`src/rtl/uart_tx_arb_if.sv`:
```
`default_nettype none
// ============================================================================
//  Module   : uart_tx_arb_if
//  Brief    : Requester and uart_tx handshake bundle for uart_tx_arb.
//             master = arbiter side, slave = requesters plus serializer.
//  Revision : 1.0 - initial release
// ============================================================================
interface uart_tx_arb_if #(
   parameter int N_REQ = 4
);
   logic [N_REQ-1:0]   req;
   logic [8*N_REQ-1:0] data;
   logic [N_REQ-1:0]   last;
   logic [N_REQ-1:0]   ack;
   logic [N_REQ-1:0]   grant;
   logic [2:0]         owner;
   logic [7:0]         tx_data;
   logic               tx_en;
   logic               tx_busy;

   modport master (
      input  req, data, last, tx_busy,
      output ack, grant, owner, tx_data, tx_en
   );

   modport slave (
      output req, data, last, tx_busy,
      input  ack, grant, owner, tx_data, tx_en
   );
endinterface
`default_nettype wire

```
`src/rtl/uart_tx_arb.sv`:
```
`default_nettype none
// ============================================================================
//  Module   : uart_tx_arb
//  Brief    : Round-robin, packet-locked arbiter sharing one uart_tx between
//             N_REQ byte sources, with a per-grant idle timeout.
//  Revision : 1.0 - initial release
// ============================================================================
module uart_tx_arb #(
   parameter int N_REQ   = 4,
   parameter int TIMEOUT = 255
) (
   input  wire logic     CLK,
   input  wire logic     resetn,
   uart_tx_arb_if.master bus
);

   typedef enum logic [1:0] {
      ST_IDLE  = 2'd0,
      ST_LOCK  = 2'd1,
      ST_SEND  = 2'd2,
      ST_DRAIN = 2'd3
   } state_t;

   localparam logic [7:0]       c_timeout  = 8'(TIMEOUT);
   localparam logic [2:0]       c_last_idx = 3'(N_REQ - 1);
   localparam logic [N_REQ-1:0] c_one      = N_REQ'(1);

   state_t           state_q, state_d;
   logic [2:0]       ptr_q, ptr_d;
   logic [2:0]       owner_q, owner_d;
   logic [N_REQ-1:0] grant_q, grant_d;
   logic [N_REQ-1:0] ack_q, ack_d;
   logic [7:0]       tx_data_q, tx_data_d;
   logic             tx_en_q, tx_en_d;
   logic [7:0]       idle_cnt_q, idle_cnt_d;
   logic             pkt_end_q, pkt_end_d;

   logic             own_req;
   logic             own_last;
   logic [7:0]       own_data;
   logic             found_hi, found_lo;
   logic [2:0]       sel_hi, sel_lo, sel;
   logic [2:0]       ptr_after_owner;
   logic [7:0]       idle_inc;

   // Pick out the current owner's request, byte and last flag.
   always_comb begin
      own_req  = 1'b0;
      own_last = 1'b0;
      own_data = 8'h00;
      for (int i = 0; i < N_REQ; i++) begin
         if (owner_q == 3'(i)) begin
            own_req  = bus.req[i];
            own_last = bus.last[i];
            own_data = bus.data[8*i +: 8];
         end
      end
   end

   // Round-robin search: lowest request at or above ptr, else lowest overall.
   always_comb begin
      found_hi = 1'b0;
      found_lo = 1'b0;
      sel_hi   = 3'd0;
      sel_lo   = 3'd0;
      for (int i = N_REQ - 1; i >= 0; i--) begin
         if (bus.req[i]) begin
            found_lo = 1'b1;
            sel_lo   = 3'(i);
            if (3'(i) >= ptr_q) begin
               found_hi = 1'b1;
               sel_hi   = 3'(i);
            end
         end
      end
      sel = found_hi ? sel_hi : sel_lo;
   end

   // Next-state and next-output computation for the arbiter FSM.
   always_comb begin
      state_d    = state_q;
      ptr_d      = ptr_q;
      owner_d    = owner_q;
      grant_d    = grant_q;
      ack_d      = '0;
      tx_en_d    = 1'b0;
      tx_data_d  = tx_data_q;
      idle_cnt_d = idle_cnt_q;
      pkt_end_d  = pkt_end_q;

      ptr_after_owner = (owner_q == c_last_idx) ? 3'd0 : owner_q + 3'd1;
      idle_inc        = idle_cnt_q + 8'd1;

      case (state_q)
         ST_IDLE: begin
            if (found_lo) begin
               owner_d    = sel;
               grant_d    = c_one << sel;
               idle_cnt_d = 8'd0;
               state_d    = ST_LOCK;
            end
         end
         ST_LOCK: begin
            if (own_req) begin
               // A requesting owner with a busy serializer simply waits.
               if (!bus.tx_busy) begin
                  tx_data_d  = own_data;
                  tx_en_d    = 1'b1;
                  ack_d      = c_one << owner_q;
                  pkt_end_d  = own_last;
                  idle_cnt_d = 8'd0;
                  state_d    = ST_SEND;
               end
            end else if (idle_inc >= c_timeout) begin
               idle_cnt_d = c_timeout;
               grant_d    = '0;
               ptr_d      = ptr_after_owner;
               state_d    = ST_IDLE;
            end else begin
               idle_cnt_d = idle_inc;
            end
         end
         ST_SEND: begin
            state_d = ST_DRAIN;
         end
         ST_DRAIN: begin
            if (!bus.tx_busy) begin
               if (pkt_end_q) begin
                  grant_d = '0;
                  ptr_d   = ptr_after_owner;
                  state_d = ST_IDLE;
               end else begin
                  state_d = ST_LOCK;
               end
            end
         end
         default: begin
            state_d = ST_IDLE;
         end
      endcase
   end

   // State and output registers; reset abandons any in-flight byte.
   always_ff @(posedge CLK or negedge resetn) begin
      if (!resetn) begin
         state_q    <= ST_IDLE;
         ptr_q      <= 3'd0;
         owner_q    <= 3'd0;
         grant_q    <= '0;
         ack_q      <= '0;
         tx_data_q  <= 8'h00;
         tx_en_q    <= 1'b0;
         idle_cnt_q <= 8'd0;
         pkt_end_q  <= 1'b0;
      end else begin
         state_q    <= state_d;
         ptr_q      <= ptr_d;
         owner_q    <= owner_d;
         grant_q    <= grant_d;
         ack_q      <= ack_d;
         tx_data_q  <= tx_data_d;
         tx_en_q    <= tx_en_d;
         idle_cnt_q <= idle_cnt_d;
         pkt_end_q  <= pkt_end_d;
      end
   end

   assign bus.ack     = ack_q;
   assign bus.grant   = grant_q;
   assign bus.owner   = owner_q;
   assign bus.tx_data = tx_data_q;
   assign bus.tx_en   = tx_en_q;

endmodule
`default_nettype wire

```
`src/flat_wrapper.sv`:
```
// flat-port wrapper written by rule: the top's interface ports become plain ports
module uart_tx_arb_flat 
#(
   parameter int N_REQ   = 4,
   parameter int TIMEOUT = 255
)
  (CLK, resetn, bus_req, bus_data, bus_last, bus_tx_busy, bus_ack, bus_grant, bus_owner, bus_tx_data, bus_tx_en);
  uart_tx_arb_if #(.N_REQ(N_REQ)) bus_i ();
  input  wire logic CLK;
  input  wire logic resetn;
  input wire logic [$bits(bus_i.req)-1:0] bus_req;
  input wire logic [$bits(bus_i.data)-1:0] bus_data;
  input wire logic [$bits(bus_i.last)-1:0] bus_last;
  input wire logic [$bits(bus_i.tx_busy)-1:0] bus_tx_busy;
  output wire logic [$bits(bus_i.ack)-1:0] bus_ack;
  output wire logic [$bits(bus_i.grant)-1:0] bus_grant;
  output wire logic [$bits(bus_i.owner)-1:0] bus_owner;
  output wire logic [$bits(bus_i.tx_data)-1:0] bus_tx_data;
  output wire logic [$bits(bus_i.tx_en)-1:0] bus_tx_en;
  assign bus_i.req = bus_req;
  assign bus_i.data = bus_data;
  assign bus_i.last = bus_last;
  assign bus_i.tx_busy = bus_tx_busy;
  assign bus_ack = bus_i.ack;
  assign bus_grant = bus_i.grant;
  assign bus_owner = bus_i.owner;
  assign bus_tx_data = bus_i.tx_data;
  assign bus_tx_en = bus_i.tx_en;
  uart_tx_arb #(.N_REQ(N_REQ), .TIMEOUT(TIMEOUT)) u_core (.CLK(CLK), .resetn(resetn), .bus(bus_i));
endmodule
```
`config.mk`:
```
export PLATFORM = sky130hd
export DESIGN_NAME = uart_tx_arb_flat
export DESIGN_NICKNAME = d
export VERILOG_FILES = /design/src/rtl/uart_tx_arb_if.sv /design/src/rtl/uart_tx_arb.sv /design/src/flat_wrapper.sv
export SDC_FILE = /design/constraint.sdc
export NUM_CORES = 1
export LEC_CHECK = 0
export CAP_MARGIN = 20
export CORE_MARGIN = 2
export CORE_UTILIZATION = 35
export CTS_CLUSTER_DIAMETER = 200
export DETAILED_ROUTE_END_ITERATION = 6
export HOLD_SLACK_MARGIN = 0.08
export PLACE_DENSITY_LB_ADDON = 0.1
export SLEW_MARGIN = 30
export SYNTH_ARGS = -nofsm -noshare
export SYNTH_HDL_FRONTEND = slang
export SYNTH_SLANG_ARGS = --single-unit
export TNS_END_PERCENT = 10
```
`constraint.sdc`:
```
create_clock -name CLK -period 6.34 [get_ports CLK]
set_clock_uncertainty 0.05 [all_clocks]
set_input_delay 0.634 -clock CLK [delete_from_list [all_inputs] [get_ports CLK]]
set_output_delay 0.634 -clock CLK [all_outputs]
set_load 0.005 [all_outputs]
```
======== After elaboration in Yosys (flattened, before gate mapping) ========
Index checks and enable logic that the tools add are counted.
word-level totals
  output and inout port bits .............. 20
  memory bits (read-only) ................. 0
  memory bits (writable) .................. 0
  register bits after elaboration ......... 34
  memories kept ........................... 0
  logic and storage cells ................. 110
  latch bits .............................. 0
  input bits .............................. 43
operators by class
  bitwise gates (word level) .............. 1
  equality and inequality tests ........... 13
  $add $sub $neg .......................... 2
  $lt $le $gt $ge ......................... 5
  muxes and demuxes ....................... 67
  $mul .................................... 0
  shift operators ......................... 2
  reductions and logical operators ........ 11
  div/mod/pow operators ................... 0
operator list
  kind                                                   count
  2-to-1 mux 8 bit                                       8
  2-to-1 mux 3 bit                                       13
  2-to-1 mux 4 bit                                       8
  2-to-1 mux 1 bit                                       24
  2-to-1 mux 2 bit                                       10
  one-hot mux 8 bit (2 select lines)                     1
  one-hot mux 4 bit (3 select lines)                     1
  adder 8 x 1 -> 8 bit, second input constant            1
  >= comparator 8 bit, second input constant             1
  one-hot mux 2 bit (4 select lines)                     1
  << shifter 1 x 3 -> 4 bit, first input constant        2
  == test 3 x 2 -> 1 bit, second input constant          2
  >= comparator 1 x 3 -> 1 bit, first input constant     2
  >= comparator 2 x 3 -> 1 bit, first input constant     2
  inequality test 2 x 1 -> 1 bit, second input constant  3
  one-hot mux 3 bit (2 select lines)                     1
  AND reduction 3 bit                                    2
  AND reduction 6 bit                                    1
  AND reduction 5 bit                                    1
  == test 2 bit, second input constant                   2
  inequality test 2 bit, second input constant           2
  AND reduction 4 bit                                    1
  nonzero test 2 bit                                     2
  adder 3 x 1 -> 3 bit, second input constant            1
  other kinds (9)                                        9

======== Longest topological paths before layout ========
Gate-level depths: netlist (run 1).
  depth after elaboration ................. 13
  depth in mapped cells ................... 9

======== Worst setup path after synthesis (run 1) ========
No wires, ideal clock.
  kind .................................... reg-to-reg
  from .................................... register u_core.owner_q[0], in the netlist u_core.bus.owner[0]
  to ...................................... register u_core.grant_q[3], in the netlist u_core.bus.grant[3]
  setup time .............................. 134 ps
  stages on the path, launching flop included .. 7
  clock period less this slack ............ 2059 ps
  setup slack ............................. 4281 ps
  arrival time ............................ 1875 ps
  required time ........................... 6156 ps
  cells stage by stage .................... dfrtp_1 ha_1 or3b_2 o211a_2 a221o_1 a21oi_2 o32ai_1
on the way
  cells in the longest elaborated chain, start to end .. 7
  elaborated cells on any way between the ends .. 10
  classes of those cells .................. eq/ne: 4; mux: 4; reduce/logical: 2
RTL lines
  element                                   line                text
  start: declaration                        uart_tx_arb.sv:30   logic [2:0] owner_q, owner_d;
  start signal: assignment                  uart_tx_arb.sv:158  owner_q <= owner_d;
  logical NOT 3 bit                         uart_tx_arb.sv:52   if (owner_q == 3'(i)) begin
  2-to-1 mux 1 bit (3 in a row)             uart_tx_arb.sv:52
  2-to-1 mux 1 bit *                        uart_tx_arb.sv:52
  inequality test 2 bit (no source line) *  -
  AND reduction 6 bit (no source line) *    -
  end signal: assignment                    uart_tx_arb.sv:159  grant_q <= grant_d;
  end: declaration                          uart_tx_arb.sv:31   logic [N_REQ-1:0] grant_q, grant_d;
Every way passes the cells marked *; elsewhere a longest branch is shown, timed or not.
A chain may end at the register's enable or synchronous reset.

======== Final worst setup path (run 1) ========
Same ends and word-level chain as after synthesis.

==> results of run 1 <==
## through the flow
stage | area [µm²] | hold slack, ns
floorplan | 1970 | 0.288
global placement | 2630 | 0.427
detailed placement | 2630 | 0.432
CTS | 2740 | 0.448
global route | 2740 | 0.464
finish | 2740 | 0.443
## layout by cell type (no fill, tap or decap), drive strengths merged, types with 2 or more instances in the layout
cell / Yosys / final
inv: 12 / 12
mux2: 3 / 3
nand3: 5 / 5
buf: 4 / 2
and3b: 2 / 2
nand3b: 9 / 9
dfrtp: 32 / 32
clkbuf: 7 / 5
a21o: 10 / 10
clkdlybuf4s50: 0 / 61
o21a: 9 / 9
ha: 6 / 6
a21oi: 24 / 24
a221o: 2 / 2
nor2: 6 / 6
or3b: 3 / 3
o21ai: 9 / 9
o22ai: 2 / 2
a21boi: 2 / 2
o211ai: 10 / 10
xor2: 2 / 2
and2: 5 / 5
nand2b: 3 / 3
nand2: 31 / 31
o221ai: 2 / 2
nor3: 5 / 5
## where the power goes
part	internal [mW]	switching, mW
clock	0.116	0.0825
combinational	0.275	0.261
sequential	0.275	0.0648
total	0.666	0.408
## worst paths after layout
path | startpoint | endpoint | slack, ns | depth (start not counted)
min in group asynchronous | resetn | u_core.ptr_q[0]$_DFFE_PN0P_ | 0.70 | 2
hold / removal | u_core.pkt_end_q$_DFFE_PN0P_ | u_core.pkt_end_q$_DFFE_PN0P_ | 0.44 | 1
hold reg to reg | u_core.pkt_end_q$_DFFE_PN0P_ | u_core.pkt_end_q$_DFFE_PN0P_ | 0.44 | 1
setup / recovery | u_core.bus.owner[0]$_DFFE_PN0P_ | u_core.bus.grant[3]$_DFFE_PN0P_ | 3.69 | 7
setup reg to reg | u_core.bus.owner[0]$_DFFE_PN0P_ | u_core.bus.grant[3]$_DFFE_PN0P_ | 3.69 | 7
max in group asynchronous | resetn | u_core.bus.tx_data[7]$_DFFE_PN0P_ | 5.24 | 2
## registers in the layout (all words and copies together), names as in the netlist
signal,count
u_core.bus.grant,4
u_core.bus.tx_data,8
u_core.state_q,2
u_core.bus.tx_en,1
u_core.idle_cnt_q,8
u_core.ptr_q,2
u_core.pkt_end_q,1
u_core.bus.ack,4
u_core.bus.owner,2
## layer usage
metal  GRT usage  up-vias
met1       0.205      836
met3      0.0659        7
met2       0.282       53
li1            -      907
met5           0        -
met4      0.0569        0
## logic make-up (layout without fill, tap and decap cells)
logic type | count (synthesis) | after routing | share of synthesized area
AOI/OAI and AO/OA | 77 | 77 | 0.266
muxes | 3 | 3 | 0.0172
DFF | 32 | 32 | 0.407
other | 1 | 1 | 0.00190
and+or+nand+nor | 77 | 77 | 0.210
buffers and inverters | 23 | 83 | 0.0508
xor gates and xnor gates | 2 | 2 | 0.00890
adders and majority gates | 6 | 6 | 0.0381
## layout make-up
class | instances | share of cell area
multi-input combinational | 166 | 0.390
sequential | 32 | 0.292
timing repair buffer | 63 | 0.228
tap | 72 | 0.0329
clock buffer | 5 | 0.0251
inverter | 12 | 0.0164
clock inverter | 3 | 0.0155
==> flow_summary.yaml, run 1 <==
yosys:
  synth_nets: 270
  synth_top_area_share: 0.407
  synth_edf_count: 0
  avgSynthCellArea_um2: 8.91
  ys.flop_type: "dfrtp_1"
  ys_seq_area_frac: 0.407
  synth_warnings: 0
  synth_area_mm2: 0.00197
  yosys.area.top_type: "dfrtp_1"
  yosys.cell_types.count: 46
  syn_inst: 221
  synth.most_common_cell: "dfrtp_1"
  synth_seq_cells: 32
  async_flop_share: 1.00
  synthTopCellsByArea: "dfrtp_1 41%, nand2_1 5.9%, a21oi_1 5.6%"
  synth.cells.most_frequent: "32 x dfrtp_1, 31 x nand2_1, 22 x a21oi_1"
clocking:
  clockBufferDepth: 2
  postCtsHoldBufs: 0
  clk_latency_ns: 0.29
  clk_pin_slew_ns: 0.07
  cts_tree: "built"
  root_buffer: "clkbuf_8"
  htreeDepth: 2
  cts-resized-gates: 0
  cts_made_buffers: 5
  post_cts_buffers: 0
  cts.sinks: 32
route:
  met2RoutedLength_um: 2290
  wl_met1_um: 2140
  met3_length_um: 381
  drc: 0
  firstDrtPassIters: 4
  top_layer_used: "met4"
  wirelength_um: 4870
  avgViaCountPerCell: 5.11
  vias: 1803
  first_iter_violations: 94
  wire_per_inst_um: 13.8
  route.antenna.remaining_nets: 0
sta:
  fmax_ghz: 0.378
  setup_ws_ns: 3.69
  period_needed_ns: 2.65
  rsz0062_at_grt: "no"
  hold_viol: 0
  maxSlewViolCount: 0
  relSlewSlack: 0.521
  min_period_over_period: 0.417
  setup_viol: 0
  tightest_slew_ns: 0.719
  fin_setup_tns_ns: 0
placement:
  dp.cells: 345
  routabilityCongestion: 0.778
  pre_cts_slack_ns: 3.70
  io_buffers: 61
  place_hpwl_um: 3610
floorplan:
  die-area_mm2: 0.00624
  core_area_mm2: 0.00547
  start_util: 0.360
  die_x_um: 79.0
  io_pins: 63
  rows: 27
  chipHeight_um: 79.0
min_path:
  hold_class: "reg2reg"
setup_path:
  critPathSlowestCell: "ha_1"
  slowest_delay_ns: 0.60
  cp.required_ns: 6.45
  cp-start-kind: "flop"
  worstPathArrival_ns: 2.76
  endpoint_kind: "flop"
  critPathKind: "reg2reg"
  worstPathCellList: "inv_1 > ha_1 > or3b_2 > o211a_2 > a221o_1 > a21oi_2 > o32ai_1"
  crit_buf_inv: 1
  worstPathMaxFanout: 21
  critPathTopFamily: "compound AO/OA/AOI/OAI gates"
cells_and_area:
  syn_to_final_growth_pct: 39.2
  final_nets: 329
  layout.cells.non_filler: 353
  nFillCells: 547
  drive_gt1_frac: 0.0712
  ff_latch_area_um2: 801
  antenna_cells: 0
  multi_input_area_mm2: 0.00107
  utilization: 0.501
pwr:
  vdd_drop_max_mv: 0.148
  total_power_mw: 1.07
  powerDensity_mw_per_mm2: 392
  p_leak_nw: 1.14
global_route:
  grt_max_degree: 33
  grt_use_total: 0.171
  grt_first_pass_wirelength_um: 8310
  grt_pass1_vias: 1775
  antenna_found_initial: 0
  grt_overflow: 0
status:
  outcome: "finished, final reports clean"
run:
  drv_cap: 0
(Power assumes the default switching activity.)
==> inputs of run 2 (changes only) <==
- clock period: 6.34 -> 2.7 ns (I/O delays scaled with it)
==> flow_summary.yaml, run 2 (synthesis results as in run 1) <==
floorplan:
  start_util: 0.360
  die-area_mm2: 0.00624
  chipHeight_um: 79.0
  io_pins: 63
  die_x_um: 79.0
  core_area_mm2: 0.00547
  rows: 27
status:
  outcome: "finished, final reports clean"
route:
  firstDrtPassIters: 4
  wire_per_inst_um: 14.0
  first_iter_violations: 96
  route.antenna.remaining_nets: 0
  wirelength_um: 4980
  avgViaCountPerCell: 5.13
  drc: 0
  vias: 1825
cells_and_area:
  final_cell_mix: "61 x clkdlybuf4s50_1, 32 x dfrtp_1, 31 x nand2_1, 22 x a21oi_1, 12 x inv_1"
  syn_to_final_growth_pct: 40.2
  drive_gt1_frac: 0.0775
  antenna_cells: 0
  final_common_cell: "clkdlybuf4s50_1"
  final_nets: 332
  layout.cells.non_filler: 356
placement:
  dp.cells: 348
  place_hpwl_um: 3700
  pre_cts_slack_ns: 0.417
  io_buffers: 61
  routabilityCongestion: 0.794
sta:
  maxSlewViolCount: 0
  holdWs_ns: 0.336
  hold_viol: 0
  fin_setup_tns_ns: 0
  rsz0062_at_grt: "no"
  setup_viol: 0
  period_needed_ns: 2.28
  setup_ws_ns: 0.416
  min_period_over_period: 0.846
  fmax_ghz: 0.438
global_route:
  antenna_found_initial: 0
  grt_first_pass_wirelength_um: 8780
  grt_overflow: 0
  grt_max_degree: 33
  grt_use_total: 0.178
  grt_pass1_vias: 1871
clocking:
  postCtsHoldBufs: 0
  post_cts_buffers: 0
  clk_latency_ns: 0.28
  cts.sinks: 32
  cts-resized-gates: 0
  cts_made_buffers: 5
  clk_pin_slew_ns: 0.07
  cts_tree: "built"
  htreeDepth: 2
  root_buffer: "clkbuf_8"
  clockBufferDepth: 2
min_path:
  hold_class: "in2async"
setup_path:
  worstPathArrival_ns: 2.41
  critPathKind: "reg2reg"
  worst-r2r-setup-slack_ns: 0.42
  cp.required_ns: 2.83
  r2r_cells: 8
  worstPathMaxFanout: 24
  cp-start-kind: "flop"
  endpoint_kind: "flop"
pwr:
  p_leak_nw: 1.15
  powerDensity_mw_per_mm2: 920
  vdd_drop_max_mv: 0.334
run:
  drv_cap: 0
-- run 2: layout make-up --
cell class / count / area, µm²
clock inverter: 2 / 35.0
timing repair buffer: 66 / 648
inverter: 12 / 45.0
fill: 563 / 2710
sequential: 32 / 801
multi-input combinational: 166 / 1070
clock buffer: 6 / 72.6
tap: 72 / 90.1
-- run 2: worst max-delay path, cell delays in order, from the launching register on --
cell and delay, ns:
dfrtp_1 0.45, inv_1 0.12, ha_1 0.39, and3b_1 0.24
o211a_2 0.24, nor3b_2 0.17, buf_4 0.27, o211ai_1 0.13
o21a_1 0.12
-- run 2: final timing paths --
check	end	startpoint
worst max register to register	u_core.bus.tx_data[1]$_DFFE_PN0P_	u_core.bus.owner[0]$_DFFE_PN0P_
worst min register to register	u_core.bus.tx_data[4]$_DFFE_PN0P_	u_core.bus.tx_data[4]$_DFFE_PN0P_
max in group asynchronous	u_core.bus.ack[1]$_DFF_PN0_	resetn
min in group CLK	u_core.bus.tx_data[4]$_DFFE_PN0P_	u_core.bus.tx_data[4]$_DFFE_PN0P_
worst max-delay path	u_core.bus.tx_data[1]$_DFFE_PN0P_	u_core.bus.owner[0]$_DFFE_PN0P_
worst min-delay path	u_core.ptr_q[0]$_DFFE_PN0P_	resetn
-- run 2: power breakdown --
part | internal, mW | leakage [nW] | switching, mW
logic | 0.659 | 0.692 | 0.625
clock network | 0.274 | 0.0552 | 0.185
registers | 0.646 | 0.407 | 0.150
total | 1.58 | 1.15 | 0.960
-- run 2: metal layers --
layer	wire length, µm	track usage	vias to the layer above	share of wire
li1	-	-	915	-
met4	55	0.0586	0	0.011
met5	0	0	-	0
met1	2280	0.229	839	0.46
met3	419	0.0659	6	0.084
met2	2230	0.278	65	0.45
-- run 2: per-stage QoR --
step                power [mW]  utilization  cell area (µm²)
global route              2.77        0.504             2760
floorplan                 1.59            -             1970
finish                    2.54        0.504             2760
global placement          2.09        0.485             2650
detailed placement        2.09        0.485             2650
CTS                       2.57        0.504             2760
